**src/rtl/instruction_cache_pkg.sv**
```systemverilog
// Shared types and geometry for the direct-mapped instruction cache.
package icache_pkg;

    typedef enum logic [1:0] {
        IDLE     = 2'd0,
        MEM_READ = 2'd1,
        UPDATE   = 2'd2
    } icache_state_t;

    localparam int BLOCK_BITS      = 128;
    localparam int WORDS_PER_BLOCK = 4;
    localparam int OFFSET_W        = 2;

    // Block address is PC[31:4]; the index takes the low bits, the tag the rest.
    function automatic int tag_width(input int num_sets);
        return 28 - $clog2(num_sets);
    endfunction

endpackage

```
**src/rtl/instruction_cache_if.sv**
```systemverilog
// Block-read bus between the instruction cache (master) and instruction memory (slave).
interface instruction_cache_if;
    logic         MEM_READ;
    logic [27:0]  MEM_ADDRESS;
    logic [127:0] MEM_READ_DATA;
    logic         MEM_BUSY_WAIT;

    modport master (
        output MEM_READ,
        output MEM_ADDRESS,
        input  MEM_READ_DATA,
        input  MEM_BUSY_WAIT
    );

    modport slave (
        input  MEM_READ,
        input  MEM_ADDRESS,
        output MEM_READ_DATA,
        output MEM_BUSY_WAIT
    );
endinterface

```
**src/rtl/instruction_cache.sv**
```systemverilog
// Direct-mapped read-only instruction cache: 0-cycle hits, 4-word block fill on miss, fence.i flush.
//
// state    | meaning
// IDLE     | lookup; a miss latches the block address and starts a fill
// MEM_READ | block read outstanding; waits for MEM_BUSY_WAIT low
// UPDATE   | write captured block, tag and valid into the missing line
module instruction_cache
    import icache_pkg::*;
#(
    parameter int NUM_SETS = 8
) (
    input  logic                CLK,
    input  logic                RESET,
    input  logic [31:0]         PC,
    input  logic                READ_EN,
    input  logic                FLUSH,
    output logic [31:0]         INSTRUCTION,
    output logic                BUSY_WAIT,
    instruction_cache_if.master mem
);

    localparam int IDX_W = $clog2(NUM_SETS);
    localparam int TAG_W = tag_width(NUM_SETS);

    icache_state_t state, state_n;

    logic [NUM_SETS-1:0]   valid;
    logic [TAG_W-1:0]      tag_arr  [NUM_SETS];
    logic [BLOCK_BITS-1:0] data_arr [NUM_SETS];

    logic [27:0]           miss_addr;
    logic [BLOCK_BITS-1:0] fill_data;
    logic                  flush_pend;

    logic [OFFSET_W-1:0]   pc_off;
    logic [IDX_W-1:0]      pc_idx;
    logic [TAG_W-1:0]      pc_tag;
    logic [IDX_W-1:0]      fill_idx;
    logic [TAG_W-1:0]      fill_tag;
    logic                  hit;
    logic                  miss_start;
    logic                  unused_pc_bits;

    assign pc_off         = PC[3:2];
    assign pc_idx         = PC[4 +: IDX_W];
    assign pc_tag         = PC[31 -: TAG_W];
    assign fill_idx       = miss_addr[IDX_W-1:0];
    assign fill_tag       = miss_addr[27 -: TAG_W];
    assign unused_pc_bits = ^PC[1:0];

    // A pending flush makes every line look invalid so the just-filled line is never returned.
    assign hit = READ_EN && (state == IDLE) && !flush_pend &&
                 valid[pc_idx] && (tag_arr[pc_idx] == pc_tag);

    assign miss_start  = (state == IDLE) && READ_EN && !hit;
    assign INSTRUCTION = hit ? data_arr[pc_idx][{pc_off, 5'b0} +: 32] : 32'h0;
    // Gated by RESET so the stall drops while reset is held even with READ_EN high.
    assign BUSY_WAIT   = RESET && (miss_start || (state != IDLE));

    assign mem.MEM_READ    = (state == MEM_READ);
    assign mem.MEM_ADDRESS = miss_addr;

    always_comb begin
        state_n = state;
        case (state)
            IDLE:     if (miss_start) state_n = MEM_READ;
            MEM_READ: if (!mem.MEM_BUSY_WAIT) state_n = UPDATE;
            UPDATE:   state_n = IDLE;
            default:  state_n = IDLE;
        endcase
    end

    always_ff @(posedge CLK or negedge RESET) begin
        if (!RESET) begin
            state      <= IDLE;
            valid      <= '0;
            flush_pend <= 1'b0;
            miss_addr  <= '0;
            fill_data  <= '0;
        end else begin
            state <= state_n;
            if (miss_start) miss_addr <= PC[31:4];
            if ((state == MEM_READ) && !mem.MEM_BUSY_WAIT) fill_data <= mem.MEM_READ_DATA;

            if (state == IDLE) begin
                flush_pend <= 1'b0;
                if (FLUSH || flush_pend) valid <= '0;
            end else begin
                if (FLUSH) flush_pend <= 1'b1;
                if (state == UPDATE) valid[fill_idx] <= 1'b1;
            end
        end
    end

    // Line storage has no reset; only the valid bits gate its use.
    always_ff @(posedge CLK) begin
        if ((state == UPDATE) && RESET) begin
            tag_arr[fill_idx]  <= fill_tag;
            data_arr[fill_idx] <= fill_data;
        end
    end

endmodule
```
**src/flat_wrapper.sv**
```systemverilog
// flat-port wrapper written by rule: the top's interface ports become plain ports
module instruction_cache_flat import icache_pkg::*;
#(
    parameter int NUM_SETS = 8
)
  (CLK, RESET, PC, READ_EN, FLUSH, INSTRUCTION, BUSY_WAIT, mem_MEM_READ, mem_MEM_ADDRESS, mem_MEM_READ_DATA, mem_MEM_BUSY_WAIT);
  instruction_cache_if mem_i ();
  input  logic CLK;
  input  logic RESET;
  input  logic [31:0] PC;
  input  logic READ_EN;
  input  logic FLUSH;
  output logic [31:0] INSTRUCTION;
  output logic BUSY_WAIT;
  output wire logic [$bits(mem_i.MEM_READ)-1:0] mem_MEM_READ;
  output wire logic [$bits(mem_i.MEM_ADDRESS)-1:0] mem_MEM_ADDRESS;
  input wire logic [$bits(mem_i.MEM_READ_DATA)-1:0] mem_MEM_READ_DATA;
  input wire logic [$bits(mem_i.MEM_BUSY_WAIT)-1:0] mem_MEM_BUSY_WAIT;
  assign mem_MEM_READ = mem_i.MEM_READ;
  assign mem_MEM_ADDRESS = mem_i.MEM_ADDRESS;
  assign mem_i.MEM_READ_DATA = mem_MEM_READ_DATA;
  assign mem_i.MEM_BUSY_WAIT = mem_MEM_BUSY_WAIT;
  instruction_cache #(.NUM_SETS(NUM_SETS)) u_core (.CLK(CLK), .RESET(RESET), .PC(PC), .READ_EN(READ_EN), .FLUSH(FLUSH), .INSTRUCTION(INSTRUCTION), .BUSY_WAIT(BUSY_WAIT), .mem(mem_i));
endmodule
```
**config.mk**
```make
export PLATFORM = sky130hd
export DESIGN_NAME = instruction_cache_flat
export DESIGN_NICKNAME = d
export VERILOG_FILES = /design/src/rtl/instruction_cache_pkg.sv /design/src/rtl/instruction_cache_if.sv /design/src/rtl/instruction_cache.sv /design/src/flat_wrapper.sv
export SDC_FILE = /design/constraint.sdc
export NUM_CORES = 1
export LEC_CHECK = 0
export ABC_AREA = 1
export BUFFER_PORTS_ARGS = -buffer_cell sky130_fd_sc_hd__buf_2
export CAP_MARGIN = 20
export CORE_AREA = 2 2 429 431
export CTS_CLUSTER_DIAMETER = 50
export DETAILED_ROUTE_END_ITERATION = 10
export DIE_AREA = 0 0 431 433
export PLACE_DENSITY_LB_ADDON = 0.2
export SLEW_MARGIN = 10
export SYNTH_ARGS = -nofsm -noshare
export SYNTH_HDL_FRONTEND = slang
export SYNTH_SLANG_ARGS = --single-unit
export TNS_END_PERCENT = 100
```
**constraint.sdc**
```tcl
create_clock -name CLK -period 10.5 [get_ports CLK]
set_input_delay 0.525 -clock CLK [delete_from_list [all_inputs] [get_ports CLK]]
set_output_delay 0.525 -clock CLK [all_outputs]
set_load 0.005 [all_outputs]
```
==> metrics, run 1 <==
Routed WL per cell 22.2 um; Post-synth top flop edfxtp_1; crit-path most repeated cell nand3_1; Max-Cap Viols 0; largest net degree at the start of global routing 250; worst slew pin tran 1190 ps; Hold Slack 19.7 ps; critical path's top delay family buffers and inverters; worst vdd ir 0.128 mV; clk_skew 27.4 ps; R2R setup slack 6920 ps; Clock power frac 0.393; crit path cell chain buf_8, inv_8, buf_4, nor2_1, o21ai_1, nand3_1, nand3_1, o21ai_1, inv_1, nand3_1, nor3_1, nand3_2, buf_4, nor3_2, buf_2; Max Fclk 191 MHz; GPL Wtd Cong 0.793; worst skew pair latency 800 ps; number of flops mapped to enable cells by yosys 1224; worst hold path class input port to register; Rel. slew slack 0.207; FF-to-FF Start u_core.state[1]; Die ar. 187000 um2; sequential power share 0.530; total core area 182000 um2; Vias per Instance 4.86; First-pass DRT Iterations 5; fin. max-slew vios 0; total grt overflow 0; ys async rst share 0.120; # clock sinks 1391; Post-Syn Area per Cell 11.8 um2; Critical Path AT 4700 ps; area grow syn2layout 18.3%; min-delay src mem_MEM_READ_DATA[85]; Seq cells post-synth 1391; CTS tree built; Max clock buf depth 3; Row Count 157; I/O pin count 227; layout cell share with drive strength beyond 1 0.115; Distinct cells, synth 32; Mapped Area 56000 um2; reg2reg end u_core.data_arr[1][21]; number of global-route vias before repair 35474; leakage dissipation 24.9 nW; CTS H-tree depth 4; commonest cells after routing, fill and taps aside 1677 x nand2_1, 1224 x edfxtp_1, 467 x nand3_1, 335 x a21oi_1, 219 x buf_2; nets@finish 5173; Post-route DRC 0; CP peak stage delay 900 ps; most common cell after layout, fill and taps aside nand2_1; Final ANT Viol Nets 0; CP max stage cell buf_4; Tcrit/Tclk final 0.498; yosys warns 0; DIE HEIGHT 433 um; Crit Path Max Fanout 102; routed via count 36656; Mapped Cells 4738; dpl hpwl 87100 um; sequential share of the synthesized area 0.731; Int Power 11.1 mW; syn nets 4903; portion of total power attributed to combinational logic 0.078; Port Buf Inserts 224; CTS Buf Count 168; PwrDens 226 nW/um2; Setup CP Type input port to output pin; Clk Tree Root Cell clkbuf_16; clock slew at reported path FFs 50 ps; CP endpoint kind output pin; first-pass GRT wire length 244000 um; hold path depth 3; Tmin final 5230 ps; Overall Global Routing Usage 0.177; crit start category input port; outcome complete, no violations; final setup violation count 0; switching share of total power 0.262; Setup Total Neg Slack 0 ps; DR iter-0 viols 2982; Net Switching 3.92 mW; CP Buf/Inv Count 6; Final Hold Fails 0; Critical Path Stages 15; Initial Util 0.308; number of antenna violations at the first check in global routing 4; RSZ-0062 raised after global routing false; Worst R2R Path Depth 6; WL final 168000 um; die width 431 um; Worst Hold Path EP u_core.fill_data[85]; Worst EP required 9980 ps
## worst max path at each step
stage,startpoint,to,slack (ps)
detailed placement,PC[5],INSTRUCTION[6],5280
CTS,PC[5],INSTRUCTION[6],5250
global placement,PC[5],INSTRUCTION[6],5250
global route,PC[5],INSTRUCTION[6],5010
finish,PC[5],INSTRUCTION[6],5270
floorplan,u_core.state[0],u_core.data_arr[7][0],2600
## power by group through the flow
| stage | logic, mW | registers, mW | clock network [mW] |
|---|---|---|---|
| after floorplan | 0.698 | 7.71 | 0 |
| after global placement | 1.14 | 8.02 | 0 |
| after detailed placement | 1.15 | 8.06 | 0 |
| after CTS | 1.19 | 7.94 | 6.02 |
| after global routing | 1.31 | 8.04 | 6.24 |
| final | 1.16 | 7.93 | 5.88 |
## cells in the mapped netlist, types with 2 or more instances
cell type  number  area (um2)
a21oi_1       335        1680
a221o_1        24         240
a221oi_1       32         280
a22oi_1        76         571
buf_1          26        97.6
buf_2         155         776
buf_4          15         113
buf_6           8        90.1
clkbuf_1       97         364
dfrtp_1       167        4180
edfxtp_1     1224       36800
inv_1         113         424
inv_2           2        7.51
nand2_1      1677        6290
nand3_1       468        2340
nand3b_1       19         143
nand4_1         7        43.8
nor2_1        134         503
nor3_1          8        40.0
nor3_2         32         320
o211ai_1        5        37.5
o21ai_0        60         300
o21ai_1         5        25.0
o221ai_1        5        43.8
o22ai_1        11        68.8
o311ai_0        7        61.3
o311ai_1       17         149
or2_1           5        31.3
## logic make-up (layout without fill, tap and decap cells)
group | after synthesis | count (layout) | share of synthesized area
compound gates | 578 | 578 | 0.0618
buf+inv | 418 | 832 | 0.0336
flops | 1391 | 1391 | 0.731
other cells | 0 | 1 | 0
simple gates | 2351 | 2351 | 0.174
## metal layers
metal,track usage,part of all wire,vias to the layer above
met4,0.0510,0.025,0
li1,-,-,17198
met3,0.0280,0.048,204
met2,0.294,0.48,932
met5,0,0,-
met1,0.240,0.44,18322
## final cells by class
type,count,area [um2]
sequential,1391,40900
tap,2385,2980
fill,17658,116000
timing repair buffer,401,2920
clock inverter,82,918
multi-input combinational,2929,13300
clock buffer,232,4760
antenna,1,2.50
inverter,117,472
## worst register-to-register path: cells and delay by family, from the launching register on
family,cells,cell delay [ps]
buffers and inverters,3,1470
flip-flops,1,420
AND/OR/NAND/NOR,3,1290
## flip-flops by register name (all words and copies together), names as in the netlist
register and cells:
u_core.data_arr 1024, u_core.tag_arr 200, u_core.fill_data 128, u_core.mem.MEM_ADDRESS 28, u_core.valid 8, u_core.state 2, u_core.flush_pend 1
## metrics by stage
| step | util | worst slack, ps | power (mW) | instance area, um2 | std cells |
|---|---|---|---|---|---|
| floorplan | - | 2600 | 8.41 | 56000 | 4738 |
| global placement | 0.326 | 5250 | 9.16 | 59400 | 7104 |
| detailed placement | 0.326 | 5280 | 9.21 | 59400 | 7104 |
| CTS | 0.364 | 5250 | 15.2 | 66200 | 7537 |
| global route | 0.364 | 5010 | 15.6 | 66200 | 7537 |
| finish | 0.364 | 5270 | 15.0 | 66300 | 7538 |
## timing repair
item                      4_1_cts  5_1_grt
gates resized for setup         0        0
hold endpoints to repair      158        0
hold buffers                  119        0
buffers inserted                0        0
(Power assumes the default switching activity.)
==> inputs of run 2 (changes only) <==
==> constraint.sdc (replaced) <==
create_clock -name CLK -period 5.33 [get_ports CLK]
set_input_delay 0.2665 -clock CLK [delete_from_list [all_inputs] [get_ports CLK]]
set_output_delay 0.2665 -clock CLK [all_outputs]
set_load 0.005 [all_outputs]
==> run 2 against run 1 <==
- first-iteration DRC count is 3.4% higher
- final area rose by 0.78%
- worst hold slack gained 70 ps
- critical path depth decreased by 4
- combinational power rose by 98%
- critical path type unchanged
==> metrics, run 2 (synthesis gave the netlist of run 1 again) <==
portion of total power attributed to combinational logic 0.079 (about the same); Tmin final 4650 ps; Final Hold Fails 0 (unchanged); clk_skew 32.7 ps (+5.25 ps); Largest regs u_core.data_arr: 1024 flops, u_core.tag_arr: 200 flops, u_core.fill_data: 128 flops; I/O pin count 227 (unchanged); number of antenna violations at the first check in global routing 3 (-1); worst slew pin tran 1120 ps (-68.5 ps); fin. max-slew vios 0 (unchanged); commonest cells after routing, fill and taps aside 1677 x nand2_1, 1224 x edfxtp_1, 467 x nand3_1, 335 x a21oi_1, 219 x buf_2; final setup violation count 0 (unchanged); Worst EP required 5060 ps (-4920 ps); Critical Path AT 4380 ps (-320 ps); Die ar. 187000 um2 (unchanged); Post-route DRC 0 (unchanged); final worst slack 680 ps (-4590 ps); Row Count 157 (unchanged); Clk Tree Root Cell clkbuf_16; worst hold path class input port to asynchronous set/reset pin; outcome complete, no violations; routed via count 36911 (+0.70%); Largest register FFs 1024 (unchanged); area grow syn2layout 19.2%; Routed WL per cell 22.1 um (-0.59%); dpl hpwl 89000 um (+2.2%); quantity of gates resized following cts 0 (unchanged); CP endpoint kind output pin; Top reg by flops u_core.data_arr; CTS Buf Count 166 (-1.2%); worst vdd ir 0.295 mV (+130%); die width 431 um (unchanged); Vias per Instance 4.86 (about the same); Max-Cap Viols 0 (unchanged); nets@finish 5227 (+1.0%); Final Instance Area 66800 um2 (+0.78%); # clock sinks 1391 (unchanged); DR iter-0 viols 3084 (+3.4%); switching share of total power 0.272 (+0.0104); PwrDens 436 nW/um2 (+93%); CTS H-tree depth 4 (unchanged); Crit Path Max Fanout 169 (+66%); Initial Util 0.308 (unchanged); WL final 168000 um (about the same); total grt overflow 0 (unchanged); number of fill cells 17577 (-0.46%); pre-CTS WS 1390 ps (-3880 ps); crit start category input port; Clock power frac 0.383 (-0.010); Worst R2R Path Depth 5 (-1); CTS tree built; First-pass DRT Iterations 6 (+1); largest net degree at the start of global routing 187 (-25%); Int Power 21.2 mW (+92%); RSZ-0062 raised after global routing false; first-pass GRT wire length 245000 um (+0.38%); Rel. slew slack 0.253 (+0.0457); leakage dissipation 25.1 nW (+0.76%); GPL Wtd Cong 0.790 (-0.40%); DIE HEIGHT 433 um (unchanged); Max clock buf depth 3 (unchanged); Port Buf Inserts 224 (unchanged); clock slew at reported path FFs 60 ps (about the same); Setup CP Type input port to output pin; Final ANT Viol Nets 0 (unchanged); R2R setup slack 2570 ps (-4350 ps); number of global-route vias before repair 35842 (+1.0%); Net Switching 7.93 mW (+100%); sequential power share 0.538 (+0.008); Tcrit/Tclk final 0.872; Overall Global Routing Usage 0.177 (about the same); layout cell share with drive strength beyond 1 0.115 (+0.000585); Post-CTS Setup Inserts 0 (unchanged); total power 29.1 mW (+94%); most common cell after layout, fill and taps aside nand2_1; worst skew pair latency 810 ps (about the same); Max Fclk 215 MHz; post-placement cell area 59700 um2 (+0.55%); total core area 182000 um2 (unchanged)
-- run 2: cell types whose count changed in the layout (fill, tap and decap cells not counted), sizes merged --
cell	delta
buf	+16
bufinv	-7
clkbuf	-17
clkinv	+11
dlygate4sd3	+40
inv	+9
-- run 2: critical path, stage by stage --
cell and delay (ps):
dlygate4sd3_1 570, buf_8 310, inv_16 550, buf_12 630, a21oi_1 140, o311ai_0 730
nand2_1 140, nand2_1 90, nand2_1 70, nor3_2 370, buf_2 190
-- run 2: worst paths after layout --
kind,end,startpoint
worst max-delay path,INSTRUCTION[23],PC[4]
worst min-delay path,u_core.fill_data[122],RESET
worst max register to register,u_core.data_arr[7][108],u_core.state[1]
worst min register to register,u_core.mem.MEM_ADDRESS[0],u_core.mem.MEM_ADDRESS[0]
max in group asynchronous,u_core.mem.MEM_ADDRESS[17],RESET
min in group CLK,u_core.fill_data[105],mem_MEM_READ_DATA[105]
-- run 2: area by class of cell --
cell class	instances	area, um2	share of cell area
tap	2385	2980	0.0447
clock inverter	95	1020	0.0152
timing repair buffer	457	3660	0.0548
multi-input combinational	2929	13300	0.199
clock buffer	215	4440	0.0665
antenna	1	2.50	0.0000375
inverter	117	472	0.00706
sequential	1391	40900	0.613
-- run 2: power by group through the flow --
stage	clock, mW	combinational (mW)	sequential, mW
2_1_floorplan	0	1.38	15.2
3_3_place_gp	0	2.24	15.8
3_5_place_dp	0	2.26	15.9
4_1_cts	11.4	2.36	15.7
5_1_grt	11.8	2.62	15.9
6_report	11.1	2.30	15.7
-- run 2: routing by layer --
metal / share of wire / up-vias / GRT usage
li1: - / 17322 / -
met1: 0.45 / 18382 / 0.241
met2: 0.48 / 972 / 0.292
met3: 0.048 / 235 / 0.0267
met4: 0.028 / 0 / 0.0557
met5: 0 / - / 0
-- run 2: repair_timing --
| item | in CTS | in global routing |
|---|---|---|
| setup endpoints to repair | 0 | 0 |
| hold buffers | 160 | 0 |
| hold endpoints to repair | 246 | 0 |
-- run 2: metrics by stage --
stage	hold slack [ps]	instances	TNS (ps)	utilization
5_1_grt	68.0	7590	0	0.367
3_5_place_dp	180	7119	0	0.328
2_1_floorplan	-29.1	4738	-735200	-
3_3_place_gp	169	7119	0	0.328
4_1_cts	59.3	7589	0	0.367
6_report	90.1	7590	0	0.367
